**config.mk**
```make
export PLATFORM = sky130hd
export DESIGN_NAME = rec_play_ctrl
export DESIGN_NICKNAME = d
export VERILOG_FILES = /design/src/rtl/rec_play_pkg.sv /design/src/rtl/rec_play_ctrl_sec_counter.sv /design/src/rtl/rec_play_ctrl.sv
export SDC_FILE = /design/constraint.sdc
export NUM_CORES = 1
export LEC_CHECK = 0
export CORE_ASPECT_RATIO = 0.9
export CORE_MARGIN = 2
export CORE_UTILIZATION = 24
export DETAILED_ROUTE_END_ITERATION = 6
export PLACE_DENSITY = 0.49
export SETUP_SLACK_MARGIN = 0.15
export SYNTH_ARGS = -nofsm -noshare
export SYNTH_HDL_FRONTEND = slang
export SYNTH_HIERARCHICAL = 1
export SYNTH_SLANG_ARGS = --single-unit
export TNS_END_PERCENT = 10
```
**constraint.sdc**
```tcl
create_clock -name i_clk -period 3.01 [get_ports i_clk]
set_input_delay 0.4515 -clock i_clk [delete_from_list [all_inputs] [get_ports i_clk]]
set_output_delay 0.4515 -clock i_clk [all_outputs]
set_load 0.005 [all_outputs]
```
**src/rtl/rec_play_pkg.sv**
```systemverilog
// rec_play_pkg: shared types and constants for the record/playback controller.
//   rec_play_state_e : controller state encoding (also driven on o_state)
//   SEC_W            : width of the elapsed-seconds display count
package rec_play_pkg;

    typedef enum logic [2:0] {
        INIT       = 3'd0,
        IDLE       = 3'd1,
        RECD       = 3'd2,
        RECD_PAUSE = 3'd3,
        PLAY       = 3'd4,
        PLAY_PAUSE = 3'd5
    } rec_play_state_e;

    localparam int SEC_W = 6;

endpackage

```
**src/rtl/rec_play_ctrl_sec_counter.sv**
```systemverilog
// sec_counter: divides the audio frame tick stream down to whole seconds.
//   clk    in  : clock
//   rst_n  in  : synchronous active-low reset
//   clr    in  : restart the count from zero (priority over counting)
//   en     in  : count ticks only while high
//   tick   in  : one pulse per audio frame
//   sec    out : elapsed seconds, saturating at all-ones
module sec_counter
    import rec_play_pkg::*;
#(
    parameter int SAMPLE_RATE = 32000
)(
    input  logic             clk,
    input  logic             rst_n,
    input  logic             clr,
    input  logic             en,
    input  logic             tick,
    output logic [SEC_W-1:0] sec
);

    localparam int DIV_W = (SAMPLE_RATE > 1) ? $clog2(SAMPLE_RATE) : 1;
    localparam logic [DIV_W-1:0] DIV_LOAD = DIV_W'(SAMPLE_RATE - 1);
    localparam logic [SEC_W-1:0] SEC_MAX  = '1;

    // Down-counter; a tick that finds it at zero completes one second.
    logic [DIV_W-1:0] div_cnt;

    always_ff @(posedge clk) begin
        if (!rst_n || clr) begin
            div_cnt <= DIV_LOAD;
            sec     <= '0;
        end else if (en && tick) begin
            if (div_cnt == '0) begin
                div_cnt <= DIV_LOAD;
                if (sec != SEC_MAX) begin
                    sec <= sec + SEC_W'(1);
                end
            end else begin
                div_cnt <= div_cnt - DIV_W'(1);
            end
        end
    end

endmodule

```
**src/rtl/rec_play_ctrl.sv**
```systemverilog
// rec_play_ctrl: multi-track record/playback sequencer.
// Sequences codec init, records into / plays from one of 2**TRK_W equal SRAM
// partitions, keeps a per-track recorded length and auto-stops on full/end.
//
// Ports:
//   i_clk, i_rst_n            : clock, synchronous active-low reset
//   i_key_rec/play/stop       : one-cycle key pulses (stop > rec > play)
//   i_track                   : track select, sampled on start from IDLE
//   i_init_done               : codec initialiser finished (level)
//   i_rec_valid               : recorder word ready on the SRAM bus
//   i_play_off                : player read offset within the track
//   i_sample_tick             : one pulse per audio frame
//   o_init_start              : pulse to start the codec initialiser
//   o_rec_start/pause/stop    : pulses to the recorder
//   o_play_start/pause/stop   : pulses to the player
//   o_play_en                 : player enable
//   o_sram_addr, o_sram_we_n  : SRAM address and active-low write enable
//   o_state                   : current state
//   o_sec                     : elapsed seconds of current record/play
//
// Build option REC_PLAY_LOOP_EN: at end of track the player restarts instead
// of stopping (o_play_start pulse, stay in PLAY, seconds cleared).
//
// state      | meaning
// INIT       | codec initialisation, keys ignored
// IDLE       | waiting for rec/play key
// RECD       | writing recorder words into the selected partition
// RECD_PAUSE | recording suspended, position kept
// PLAY       | player enabled, reading the selected partition
// PLAY_PAUSE | player disabled, position kept
module rec_play_ctrl
    import rec_play_pkg::*;
#(
    parameter int ADDR_W      = 20,
    parameter int TRK_W       = 2,
    parameter int SAMPLE_RATE = 32000
)(
    input  logic                    i_clk,
    input  logic                    i_rst_n,
    input  logic                    i_key_rec,
    input  logic                    i_key_play,
    input  logic                    i_key_stop,
    input  logic [TRK_W-1:0]        i_track,
    input  logic                    i_init_done,
    input  logic                    i_rec_valid,
    input  logic [ADDR_W-TRK_W-1:0] i_play_off,
    input  logic                    i_sample_tick,
    output logic                    o_init_start,
    output logic                    o_rec_start,
    output logic                    o_rec_pause,
    output logic                    o_rec_stop,
    output logic                    o_play_start,
    output logic                    o_play_pause,
    output logic                    o_play_stop,
    output logic                    o_play_en,
    output logic [ADDR_W-1:0]       o_sram_addr,
    output logic                    o_sram_we_n,
    output logic [2:0]              o_state,
    output logic [SEC_W-1:0]        o_sec
);

    localparam int NUM_TRACKS = 2 ** TRK_W;
    localparam int OFF_W      = ADDR_W - TRK_W;
    localparam int LEN_W      = OFF_W + 1;
    localparam logic [OFF_W-1:0] WR_LAST  = '1;
    localparam logic [LEN_W-1:0] FULL_LEN = {1'b1, {OFF_W{1'b0}}};

    rec_play_state_e  state, state_nx;
    logic [TRK_W-1:0] trk, trk_nx;
    logic [OFF_W-1:0] wr_cnt, wr_cnt_nx;
    logic [LEN_W-1:0] len_q [NUM_TRACKS];
    logic             init_fired;

    logic             len_we;
    logic [TRK_W-1:0] len_widx;
    logic [LEN_W-1:0] len_wval;
    logic             sec_clr;
    logic             play_end;

    logic init_start_nx, rec_start_nx, rec_pause_nx, rec_stop_nx;
    logic play_start_nx, play_pause_nx, play_stop_nx;

    // Length is one bit wider than the offset so a full region compares correctly.
    assign play_end = ({1'b0, i_play_off} >= len_q[trk]);

    always_comb begin
        state_nx      = state;
        trk_nx        = trk;
        wr_cnt_nx     = wr_cnt;
        len_we        = 1'b0;
        len_widx      = trk;
        len_wval      = '0;
        sec_clr       = 1'b0;
        init_start_nx = 1'b0;
        rec_start_nx  = 1'b0;
        rec_pause_nx  = 1'b0;
        rec_stop_nx   = 1'b0;
        play_start_nx = 1'b0;
        play_pause_nx = 1'b0;
        play_stop_nx  = 1'b0;

        case (state)
            INIT: begin
                init_start_nx = !init_fired;
                if (i_init_done) begin
                    state_nx = IDLE;
                end
            end
            IDLE: begin
                // A stop key in IDLE swallows any rec/play key of the same cycle.
                if (!i_key_stop) begin
                    if (i_key_rec) begin
                        trk_nx       = i_track;
                        wr_cnt_nx    = '0;
                        len_we       = 1'b1;
                        len_widx     = i_track;
                        len_wval     = '0;
                        rec_start_nx = 1'b1;
                        sec_clr      = 1'b1;
                        state_nx     = RECD;
                    end else if (i_key_play && (len_q[i_track] != '0)) begin
                        trk_nx        = i_track;
                        play_start_nx = 1'b1;
                        sec_clr       = 1'b1;
                        state_nx      = PLAY;
                    end
                end
            end
            RECD: begin
                if (i_rec_valid) begin
                    wr_cnt_nx = wr_cnt + OFF_W'(1);
                end
                if (i_rec_valid && (wr_cnt == WR_LAST)) begin
                    len_we      = 1'b1;
                    len_wval    = FULL_LEN;
                    rec_stop_nx = 1'b1;
                    state_nx    = IDLE;
                end else if (i_key_stop) begin
                    len_we      = 1'b1;
                    len_wval    = {1'b0, wr_cnt};
                    rec_stop_nx = 1'b1;
                    state_nx    = IDLE;
                end else if (i_key_rec) begin
                    rec_pause_nx = 1'b1;
                    state_nx     = RECD_PAUSE;
                end
            end
            RECD_PAUSE: begin
                if (i_key_stop) begin
                    len_we      = 1'b1;
                    len_wval    = {1'b0, wr_cnt};
                    rec_stop_nx = 1'b1;
                    state_nx    = IDLE;
                end else if (i_key_rec) begin
                    rec_start_nx = 1'b1;
                    state_nx     = RECD;
                end
            end
            PLAY: begin
                if (i_key_stop) begin
                    play_stop_nx = 1'b1;
                    state_nx     = IDLE;
                end else if (play_end) begin
`ifdef REC_PLAY_LOOP_EN
                    play_start_nx = 1'b1;
                    sec_clr       = 1'b1;
`else
                    play_stop_nx  = 1'b1;
                    state_nx      = IDLE;
`endif
                end else if (i_key_play) begin
                    play_pause_nx = 1'b1;
                    state_nx      = PLAY_PAUSE;
                end
            end
            PLAY_PAUSE: begin
                if (i_key_stop) begin
                    play_stop_nx = 1'b1;
                    state_nx     = IDLE;
                end else if (i_key_play) begin
                    play_start_nx = 1'b1;
                    state_nx      = PLAY;
                end
            end
            default: begin
                state_nx = INIT;
            end
        endcase
    end

    always_ff @(posedge i_clk) begin
        if (!i_rst_n) begin
            state        <= INIT;
            trk          <= '0;
            wr_cnt       <= '0;
            init_fired   <= 1'b0;
            o_init_start <= 1'b0;
            o_rec_start  <= 1'b0;
            o_rec_pause  <= 1'b0;
            o_rec_stop   <= 1'b0;
            o_play_start <= 1'b0;
            o_play_pause <= 1'b0;
            o_play_stop  <= 1'b0;
            for (int i = 0; i < NUM_TRACKS; i++) begin
                len_q[i] <= '0;
            end
        end else begin
            state        <= state_nx;
            trk          <= trk_nx;
            wr_cnt       <= wr_cnt_nx;
            init_fired   <= init_fired | init_start_nx;
            o_init_start <= init_start_nx;
            o_rec_start  <= rec_start_nx;
            o_rec_pause  <= rec_pause_nx;
            o_rec_stop   <= rec_stop_nx;
            o_play_start <= play_start_nx;
            o_play_pause <= play_pause_nx;
            o_play_stop  <= play_stop_nx;
            if (len_we) begin
                len_q[len_widx] <= len_wval;
            end
        end
    end

    assign o_sram_addr = {trk, (state == RECD) ? wr_cnt : i_play_off};
    assign o_sram_we_n = !((state == RECD) && i_rec_valid);
    assign o_play_en   = (state == PLAY);
    assign o_state     = state;

    sec_counter #(
        .SAMPLE_RATE (SAMPLE_RATE)
    ) u_sec_counter (
        .clk   (i_clk),
        .rst_n (i_rst_n),
        .clr   (sec_clr),
        .en    ((state == RECD) || (state == PLAY)),
        .tick  (i_sample_tick),
        .sec   (o_sec)
    );

endmodule

```
==> flow_summary_export.csv <==
group,metric,value,unit
run_status,status,"finished clean",
route,vias,5084,
timing,final.period_utilization,90.2,%
timing,hold_viol,0,
clock_tree,root_buffer,"clkbuf_16",
synth,netlist_top_cells_count,"111 x nor2_1, 76 x edfxtp_1, 60 x nand2_1",
power_and_ir_drop,power,4.89,mW
synth,yosys-top-cells-area,"edfxtp_1 35%, dfxtp_1 16%, mux4_2 6.5%",
route,drt_iter0_markers,330,
global_routing,grtUsageTotal,13.4,%
floorplan,core-area,27000,sq um
synth,yosys_register_bits,130,
setup_path,cp_cell_sequence,"buf_12, mux4_2, inv_1, ha_1, a21o_1, a211o_1, a41oi_2, a21oi_1, o21bai_1, buf_4, o21bai_1, nor3b_1",
timing,setup_viol,0,
timing,finClkSkew,0.00979,ns
placed_design,portBuffers,65,
clock_tree,cts_buffers,17,
synth,yosys_warnings,6,
global_routing,first_global_vias,5024,
setup_path,critPathMaxFanout,12,
synth,yosysSeqAreaShare,51.0,%
timing,relSlewSlack,58.0,%
global_routing,grt_max_degree,21,
clock_tree,clkSlewWorstSetupHoldPaths,0.05,ns
job,drv_cap,0,
setup_path,rr_worst_depth,12,
timing,tightestPinTransition,0.628,ns
route,vias_per_cell,4.66,
synth,synth_area,6600,sq um
synth,synth.avg_cell_area,10.6,sq um
clock_tree,clock_latency,0.42,ns
setup_path,cp.required,3.30,ns
route,drc,0,
timing,rsz0062_at_grt,"false",
final_layout,fin_cells,1090,
floorplan,dieArea,28800,sq um
setup_path,worstSetupPathType,"reg -> reg",
global_routing,antenna_found_initial,0,
route,wl,18.5,mm
power_and_ir_drop,ir_drop,0.000321,V
global_routing,grt_pass1_wl,29.2,mm
timing,worst_hold_slack,0.424,ns
synth,yosysMostFrequentCell,"nor2_1",
clock_tree,clockBufferDepth,2,
floorplan,die-height,161,um
synth,synth_edf_count,76,
timing,setup_tns,0,ns
final_layout,drive_above_1_share,17.1,%
final_layout,utilization,31.9,%
global_routing,grt-ovfl-total,0,
hold_path,hold_start,"init_fired$_SDFF_PN0_",
setup_path,critPathLaunchType,"flop",
synth,synthCells,623,
route,drtPass1Iterations,5,
floorplan,rows,57,
clock_tree,clock_sinks,130,
synth,synthFlopType,"edfxtp_1",
placed_design,place.gp.congestion,0.814,
placed_design,dp_hpwl,13.8,mm
final_layout,syn_to_final_growth,30.5,%
floorplan,initial_utilization,24.4,%
timing,max_freq,0.368,GHz
hold_path,hp-class,"reg -> reg",
final_layout,diodes,0,
floorplan,die_x,179,um
hold_path,hold_depth,1,
setup_path,endpoint_kind,"flop",
route,routedWlPerCell,17.0,um
setup_path,path_common_cell,"o21bai_1",
setup_path,crit_arrival,3.00,ns
floorplan,io_pins,66,
setup_path,slowest_stage,"mux4_2",
route,drt.antenna.violating_nets,0,
power_and_ir_drop,power_density,567,nW/um^2
synth,synth_top_area_cell,"edfxtp_1",
synth,synth.distinct_cells,61,
final_layout,nets,773,
synth,yosys.area.top_type_share,34.6,%
power_and_ir_drop,power.leakage,3.03,nW
timing,drv_slew,0,
synth,syn-num-nets,673,
clock_tree,hold_buffers,0,
placed_design,place_inst,1054,
final_layout,nFillCells,2773,
setup_path,max_stage_delay,0.51,ns
clock_tree,cts_tree,"done",
synth,ys_async_sr_fraction,0,%
clock_tree,htree_levels,4,
timing,fin_crit,2.72,ns
==> timing repair <==
action | in CTS | in global routing
buffers inserted | 0 | 4
resized for setup | 1 | 6
pin swaps | 0 | 1
endpoints found under the setup margin | 17 | 21
gates cloned | 0 | 0
==> power by group <==
part / leakage [nW] / switching (mW) / internal (mW)
Clock: 0.292 / 0.794 / 1.26
Combinational: 1.52 / 0.397 / 0.405
Sequential: 1.22 / 0.0743 / 1.96
==> through the flow <==
stage / instance area, sq um / setup WS (ns)
floorplan: 6600 / 0.207
global placement: 7970 / 0.222
detailed placement: 7970 / 0.207
CTS: 8560 / 0.190
global route: 8610 / 0.152
finish: 8610 / 0.295
==> cell families after synthesis <==
family                     after synthesis  synth area share, %
xor gates and xnor gates                28                 3.72
adders and majority gates               22                 4.17
buffers and inverters                   55                 3.45
muxes                                   37                 9.54
DFF                                    130                 51.0
AOI/OAI and AO/OA                       61                 6.35
and+or+nand+nor                        290                 21.8
==> cells in the final DEF (no fill, tap or decap), drive strengths merged, types with 19 or more instances in the layout <==
cell / netlist / routed
nor2: 112 / 112
mux4: 19 / 19
buf: 11 / 45
edfxtp: 76 / 76
dfxtp: 54 / 54
clkdlybuf4s50: 0 / 65
xor2: 23 / 23
inv: 26 / 30
nor4: 25 / 25
nand3: 26 / 26
nand2: 60 / 60
clkbuf: 18 / 21
ha: 22 / 22
==> metal layers <==
| layer | GRT usage (%) | part of all wire, % | up-vias |
|---|---|---|---|
| met2 | 20.0 | 45 | 130 |
| met1 | 18.8 | 49 | 2455 |
| met4 | 4.88 | 1.7 | 0 |
| li1 | - | - | 2480 |
| met3 | 3.20 | 4.8 | 19 |
| met5 | 0 | 0 | - |
==> flip-flops by register name, indices dropped and copies added (netlist names), named ones only <==
name and flops:
o_play_start 1, init_fired 1, o_rec_pause 1, o_rec_start 1
o_play_pause 1, o_init_start 1, wr_cnt 18, len_q 76
trk 2, o_play_stop 1, o_rec_stop 1, u_sec_counter/div_cnt 15
o_state 3, u_sec_counter/sec 6
==> layout make-up <==
class	count	area, sq um	share of cell area (%)
Timing Repair Buffer	110	1080	12.5
Multi-Input combinational cell	438	3040	35.3
Sequential cell	130	3360	39.1
Clock inverter	11	96.3	1.12
Inverter	26	97.6	1.13
Clock buffer	21	493	5.73
Tap cell	354	443	5.14
==> worst max-delay path: cells and delay by family (launching register included) <==
family	cells	cell delay, ns
and+or+nand+nor	1	0.15
muxes	1	0.51
DFF	1	0.35
adders and majority gates	1	0.23
buffers and inverters	3	0.37
AOI/OAI and AO/OA	6	0.96
==> path summary, 6_finish.rpt <==
check / slack [ns] / end
setup / recovery: 0.29 / o_play_stop$_SDFF_PN0_
hold reg to reg: 0.42 / o_init_start$_SDFF_PN0_
hold / removal: 0.42 / o_init_start$_SDFF_PN0_
setup reg to reg: 0.29 / o_play_stop$_SDFF_PN0_
No activity file was read; power rests on OpenSTA's default activity.
